`src/rtl/fleet_placer_if.sv`:
```
// Mouse/start inputs and cell-memory control signals exchanged with fleet_placer.
interface fleet_placer_if;
    logic       start;
    logic       left_click_in;
    logic       right_click_in;
    logic       ship_placed;
    logic [1:0] play_status;
    logic [2:0] dimension;
    logic       direction;
    logic       we;
    logic [2:0] ships_left;
    logic       place_error;
    logic       placement_done;

    modport master (
        output start, left_click_in, right_click_in, ship_placed,
        input  play_status, dimension, direction, we, ships_left, place_error, placement_done
    );

    modport slave (
        input  start, left_click_in, right_click_in, ship_placed,
        output play_status, dimension, direction, we, ships_left, place_error, placement_done
    );
endinterface

```
`src/rtl/fleet_placer.sv`:
```
// Fleet deployment sequencer: walks the ship list, commits on left click, rotates on right click,
// and advances or retries based on the cell memory's ship_placed reply.
module fleet_placer #(
    parameter int unsigned                NUM_SHIPS   = 5,
    parameter logic [3*NUM_SHIPS-1:0]     FLEET_SIZES = 15'b010_011_011_100_100
) (
    input  logic          clk_in,
    input  logic          rst_in,
    fleet_placer_if.slave bus
);
    localparam int unsigned IDX_W = 3;
    localparam logic [IDX_W-1:0] LAST_IDX  = IDX_W'(NUM_SHIPS - 1);
    localparam logic [IDX_W-1:0] SHIP_CNT  = IDX_W'(NUM_SHIPS);

    typedef enum logic [1:0] {IDLE, PLACE, COMMIT, DONE} state_t;

    state_t           state;
    logic [IDX_W-1:0] ship_idx;
    logic [1:0]       play_status;
    logic [2:0]       dimension;
    logic             direction;
    logic             we;
    logic [2:0]       ships_left;
    logic             place_error;
    logic             placement_done;

    // Click conditioning: [0]=sync1, [1]=sync2, [2]=history
    logic [2:0] left_sync;
    logic [2:0] right_sync;
    logic       left_edge;
    logic       right_edge;

    always_ff @(posedge clk_in or posedge rst_in) begin
        if (rst_in) begin
            left_sync  <= '0;
            right_sync <= '0;
        end else begin
            left_sync  <= {left_sync[1:0], bus.left_click_in};
            right_sync <= {right_sync[1:0], bus.right_click_in};
        end
    end

    assign left_edge  = left_sync[1] & ~left_sync[2];
    assign right_edge = right_sync[1] & ~right_sync[2];

    function automatic logic [2:0] size_of(input logic [IDX_W-1:0] idx);
        logic [2:0] sz;
        sz = 3'd0;
        for (int unsigned i = 0; i < NUM_SHIPS; i++) begin
            if (IDX_W'(i) == idx) sz = FLEET_SIZES[3*i +: 3];
        end
        return sz;
    endfunction

    // State register with registered Moore outputs computed alongside the next state
    always_ff @(posedge clk_in or posedge rst_in) begin
        if (rst_in) begin
            state          <= IDLE;
            ship_idx       <= '0;
            play_status    <= 2'b00;
            dimension      <= 3'd0;
            direction      <= 1'b0;
            we             <= 1'b0;
            ships_left     <= SHIP_CNT;
            place_error    <= 1'b0;
            placement_done <= 1'b0;
        end else begin
            we          <= 1'b0;
            place_error <= 1'b0;
            case (state)
                IDLE: begin
                    if (bus.start) begin
                        state       <= PLACE;
                        ship_idx    <= '0;
                        direction   <= 1'b0;
                        play_status <= 2'b01;
                        dimension   <= size_of('0);
                    end
                end
                PLACE: begin
                    if (left_edge) begin
                        state <= COMMIT;
                        we    <= 1'b1;
                    end else if (right_edge) begin
                        direction <= ~direction;
                    end
                end
                COMMIT: begin
                    if (bus.ship_placed) begin
                        ship_idx <= ship_idx + IDX_W'(1);
                        if (ships_left != 3'd0) ships_left <= ships_left - 3'd1;
                        if (ship_idx == LAST_IDX) begin
                            state          <= DONE;
                            play_status    <= 2'b10;
                            dimension      <= 3'd0;
                            placement_done <= 1'b1;
                        end else begin
                            state     <= PLACE;
                            dimension <= size_of(ship_idx + IDX_W'(1));
                        end
                    end else begin
                        // Rejected placement: retry the same ship
                        state       <= PLACE;
                        place_error <= 1'b1;
                    end
                end
                DONE: begin
                    state <= DONE;
                end
                default: state <= IDLE;
            endcase
        end
    end

    assign bus.play_status    = play_status;
    assign bus.dimension      = dimension;
    assign bus.direction      = direction;
    assign bus.we             = we;
    assign bus.ships_left     = ships_left;
    assign bus.place_error    = place_error;
    assign bus.placement_done = placement_done;
endmodule

```
`src/flat_wrapper.sv`:
```
// flat-port wrapper written by rule: the top's interface ports become plain ports
module fleet_placer_flat 
#(
    parameter int unsigned                NUM_SHIPS   = 5,
    parameter logic [3*NUM_SHIPS-1:0]     FLEET_SIZES = 15'b010_011_011_100_100
)
  (clk_in, rst_in, bus_start, bus_left_click_in, bus_right_click_in, bus_ship_placed, bus_play_status, bus_dimension, bus_direction, bus_we, bus_ships_left, bus_place_error, bus_placement_done);
  fleet_placer_if bus_i ();
  input  logic clk_in;
  input  logic rst_in;
  input wire logic [$bits(bus_i.start)-1:0] bus_start;
  input wire logic [$bits(bus_i.left_click_in)-1:0] bus_left_click_in;
  input wire logic [$bits(bus_i.right_click_in)-1:0] bus_right_click_in;
  input wire logic [$bits(bus_i.ship_placed)-1:0] bus_ship_placed;
  output wire logic [$bits(bus_i.play_status)-1:0] bus_play_status;
  output wire logic [$bits(bus_i.dimension)-1:0] bus_dimension;
  output wire logic [$bits(bus_i.direction)-1:0] bus_direction;
  output wire logic [$bits(bus_i.we)-1:0] bus_we;
  output wire logic [$bits(bus_i.ships_left)-1:0] bus_ships_left;
  output wire logic [$bits(bus_i.place_error)-1:0] bus_place_error;
  output wire logic [$bits(bus_i.placement_done)-1:0] bus_placement_done;
  assign bus_i.start = bus_start;
  assign bus_i.left_click_in = bus_left_click_in;
  assign bus_i.right_click_in = bus_right_click_in;
  assign bus_i.ship_placed = bus_ship_placed;
  assign bus_play_status = bus_i.play_status;
  assign bus_dimension = bus_i.dimension;
  assign bus_direction = bus_i.direction;
  assign bus_we = bus_i.we;
  assign bus_ships_left = bus_i.ships_left;
  assign bus_place_error = bus_i.place_error;
  assign bus_placement_done = bus_i.placement_done;
  fleet_placer #(.NUM_SHIPS(NUM_SHIPS), .FLEET_SIZES(FLEET_SIZES)) u_core (.clk_in(clk_in), .rst_in(rst_in), .bus(bus_i));
endmodule
```
`config.mk`:
```
export PLATFORM = sky130hd
export DESIGN_NAME = fleet_placer_flat
export DESIGN_NICKNAME = d
export VERILOG_FILES = /design/src/rtl/fleet_placer_if.sv /design/src/rtl/fleet_placer.sv /design/src/flat_wrapper.sv
export SDC_FILE = /design/constraint.sdc
export NUM_CORES = 1
export LEC_CHECK = 0
export ABC_AREA = 1
export CORE_MARGIN = 2
export CORE_UTILIZATION = 54
export CTS_CLUSTER_DIAMETER = 200
export CTS_CLUSTER_SIZE = 24
export DETAILED_ROUTE_END_ITERATION = 10
export PLACE_DENSITY = 0.81
export RECOVER_POWER = 100
export SETUP_SLACK_MARGIN = 0.02
export SYNTH_ARGS = -nofsm -noshare
export SYNTH_HDL_FRONTEND = slang
export SYNTH_SLANG_ARGS = --single-unit
export TNS_END_PERCENT = 1
```
`constraint.sdc`:
```
create_clock -name clk_in -period 2 [get_ports clk_in]
set_input_delay 0.6 -clock clk_in [delete_from_list [all_inputs] [get_ports clk_in]]
set_output_delay 0.6 -clock clk_in [all_outputs]
set_load 0.01 [all_outputs]
```
==> summary.txt <==
Status
  – Status: completed

Timing
  – Final Max Tran Viols: 0
  – Post-route setup slack: 0.112 ns
  – Setup-failing EPs final: 0
  – Slew @ Worst Pin: 0.867 ns
  – Setup TNS Final: 0 ns
  – Final Skew: around 0.0012 ns
  – Final min period: 1.89 ns
  – Fin. Hold Viols: 0
  – RSZ-0062 raised after global routing: false
  – Fin crit share: between 90 and 100%
  – Worst slew margin: 42.2%
  – Fmax: around 530 MHz

CTS
  – CTS tree: done
  – Root Buffer: clkbuf_4
  – Worst skew pair latency: 0.29 ns
  – Sink Count: 23
  – Maximum buffer depth of the clock tree: 2
  – Hold buffers post-CTS: 0
  – Clock transition at path regs: between 0.1 and 0.15 ns
  – Total CTS buffers: 3
  – Post-CTS Setup Bufs: 0
  – H-tree Lvls: 1

Placement
  – Port Buf Inserts: 17
  – DP Wirelength: 1.37 mm
  – Pre-CTS setup slack: 0.212 ns
  – RePlAce Congestion: 0.761

Critical path
  – WP data required: between 1 and 1.5 ns
  – Critical path class: reg -> out
  – Crit path max-delay cell type: dlygate4sd3_1
  – Biggest cell delay along the critical path: approximately 0.60 ns
  – Startpoint Class: register
  – Critical path's top delay family: buffers and inverters
  – CP Depth: 1
  – CP endpoint kind: output port
  – Arrival time at the worst endpoint: 1.29 ns
  – Critical path cell sequence: dlygate4sd3_1
  – Critical Path Fanout Max: 2
  – Cell depth of the worst flop-to-flop path: 7
  – Buf/Inv on CP: 1

Power
  – Clock power frac: 28.6%
  – Sw Ratio: 20.2%
  – Internal power: approximately 550 uW
  – Pwr Total: 694 uW
  – Combinational power share: approximately 3.1%
  – Psw: about 140 uW
  – Pwr dens: ~550 nW/um^2
  – Seq pwr share: 68.2%
  – Leak pwr: 0.000679 uW
  – Peak VDD IR: 0.420 mV

Routing
  – Final ANT Viol Nets: 0
  – DRC viols: 0
  – Vias: 766
  – Drt first-iter violations: 9
  – DRT Pass-1 Iters: 4
  – Vias per cell: 4.85
  – Avg WL per Cell: 10.7 um
  – Routed WL: between 1.5 and 2 mm

Synthesis
  – Synthesized area per cell: 9.25 um^2
  – Sequential fraction of the synthesis area: 56.3%
  – Syn Nets: 125
  – Mapped cell area: 1030 um^2
  – Syn Inst Count: 111
  – Yosys synthesis warning count: 0
  – Synthesis-stage register bit count: 23
  – Cell variety after synth: 14

Floorplanning
  – Initial Util: around three fifths
  – Die Height: 47.6 um
  – Core Area: 1760 um^2
  – # rows: 15
  – # IOs: 18
  – Die W: around 48 um
  – Die area: 2270 um^2

Global routing
  – Total GRT Usage: 19.2%
  – First-pass GRT wire length: a little under 3 mm
  – Antenna violations before repair: 0
  – Largest net degree at the start of global routing: 18
  – GRT overflow: 0
  – Vias in the first global route: 721

Layout
  – Multi-input gate area: 363 um^2
  – Nets@finish: 148
  – Filler Cell Count: 160
  – Synthesis-to-finish area growth: 21.8%
  – Post-layout util: a little under three quarters
  – Share of cells above drive strength 1: 5.26%
  – Antenna cells: 0
  – Register Area: 578 um^2

Worst hold path
  – Hold crit path type: reg -> reg
  – Min-Delay Path Depth: 0

Flow run
  – Max-Cap Viols: 0
final cells by class:
class / instances / share of cell area (%)
Multi-Input combinational cell: 67 / 29.0
Inverter: 21 / 6.30
Tap cell: 25 / 2.50
Clock buffer: 3 / 1.80
Clock inverter: 1 / 0.400
Sequential cell: 23 / 46.2
Timing Repair Buffer: 18 / 13.8
per-layer routing:
layer	global-route usage (%)	wire length (um)	up-vias
li1	-	-	387
met3	4.53	101	5
met4	11.9	32	0
met2	30.3	801	25
met5	0	0	-
met1	23.8	751	349
state kept, by name, summed over array words and instances (netlist names):
signal and cells:
u_core.bus.direction 1, u_core.left_sync 3, u_core.bus.dimension 3, u_core.state 2
u_core.ship_idx 3, u_core.bus.we 1, u_core.bus.placement_done 1, u_core.right_sync 3
u_core.bus.ships_left 3, u_core.bus.play_status 2, u_core.bus.place_error 1
cell usage in the layout, fill, tap and decap left out, types with 2 or more instances in the layout:
| cell type | count |
|---|---|
| o21ai_0 | 9 |
| clkbuf_4 | 3 |
| nand2_1 | 27 |
| dlygate4sd3_1 | 9 |
| inv_1 | 20 |
| clkdlybuf4s50_1 | 6 |
| a21oi_1 | 2 |
| nor2_1 | 9 |
| nand3_1 | 8 |
| ha_1 | 8 |
| dfrtp_1 | 21 |
worst reg2reg max path: stages, from the launching register on:
cell	delay, ns
dfrtp_1	0.42
ha_1	0.24
ha_1	0.32
nand2_1	0.09
nand3_1	0.10
nor2_1	0.12
nor2_1	0.05
nor2_1	0.09
power by group through the flow:
stage          logic, uW  clock network, uW  registers, uW
3_3_place_gp        24.8                  0            482
5_1_grt             25.2                230            474
2_1_floorplan       10.4                  0            482
3_5_place_dp        25.5                  0            482
4_1_cts             25.7                210            474
6_report            21.7                199            473
kinds of logic (layout without fill, tap and decap cells):
kind of cell	count (synthesis)	in the layout	synth area share, %
AOI/OAI and AO/OA	13	13	6.58
DFF	23	23	56.3
adders and majority gates	8	8	9.74
and+or+nand+nor	45	45	18.9
xor gates and xnor gates	1	1	0.853
buffers and inverters	21	43	7.67
metrics by stage:
stage                     cells  area (um^2)  hold WS (ns)
final                       158         1250         0.366
after global routing        158         1250         0.372
after CTS                   158         1260         0.370
after detailed placement    154         1240         0.343
after global placement      154         1240         0.334
after floorplan             111         1030         0.331
timing repair:
action	in CTS	in global routing
setup endpoints to repair	2	1
resized for setup	1	1
hold endpoints to repair	0	0
cells in the mapped netlist:
cell | instances | area [um^2]
nand3_1 | 8 | 40.0
nor2_4 | 2 | 22.5
inv_1 | 20 | 75.1
dfstp_2 | 2 | 52.6
xor2_1 | 1 | 8.76
nor2_1 | 8 | 30.0
o22ai_1 | 1 | 6.26
nand2_1 | 27 | 101
dfrtp_1 | 21 | 526
inv_2 | 1 | 3.75
a21oi_1 | 2 | 10.0
o21ai_0 | 9 | 45.0
a31oi_1 | 1 | 6.26
ha_1 | 8 | 100
final timing paths:
path / startpoint / to / slack [ns]
worst max-delay path: u_core.bus.play_status[1]$_DFFE_PP0P_ / bus_play_status[1] / 0.11
worst min-delay path: u_core.left_sync[0]$_DFF_PP0_ / u_core.left_sync[1]$_DFF_PP0_ / 0.37
worst max register to register: u_core.ship_idx[0]$_DFFE_PP0P_ / u_core.bus.dimension[2]$_DFFE_PP0P_ / 0.51
worst min register to register: u_core.left_sync[0]$_DFF_PP0_ / u_core.left_sync[1]$_DFF_PP0_ / 0.37
max in group asynchronous: rst_in / u_core.left_sync[2]$_DFF_PP0_ / 0.31
min in group asynchronous: rst_in / u_core.ship_idx[0]$_DFFE_PP0P_ / 0.64
No activity file was read; power rests on OpenSTA's default activity.
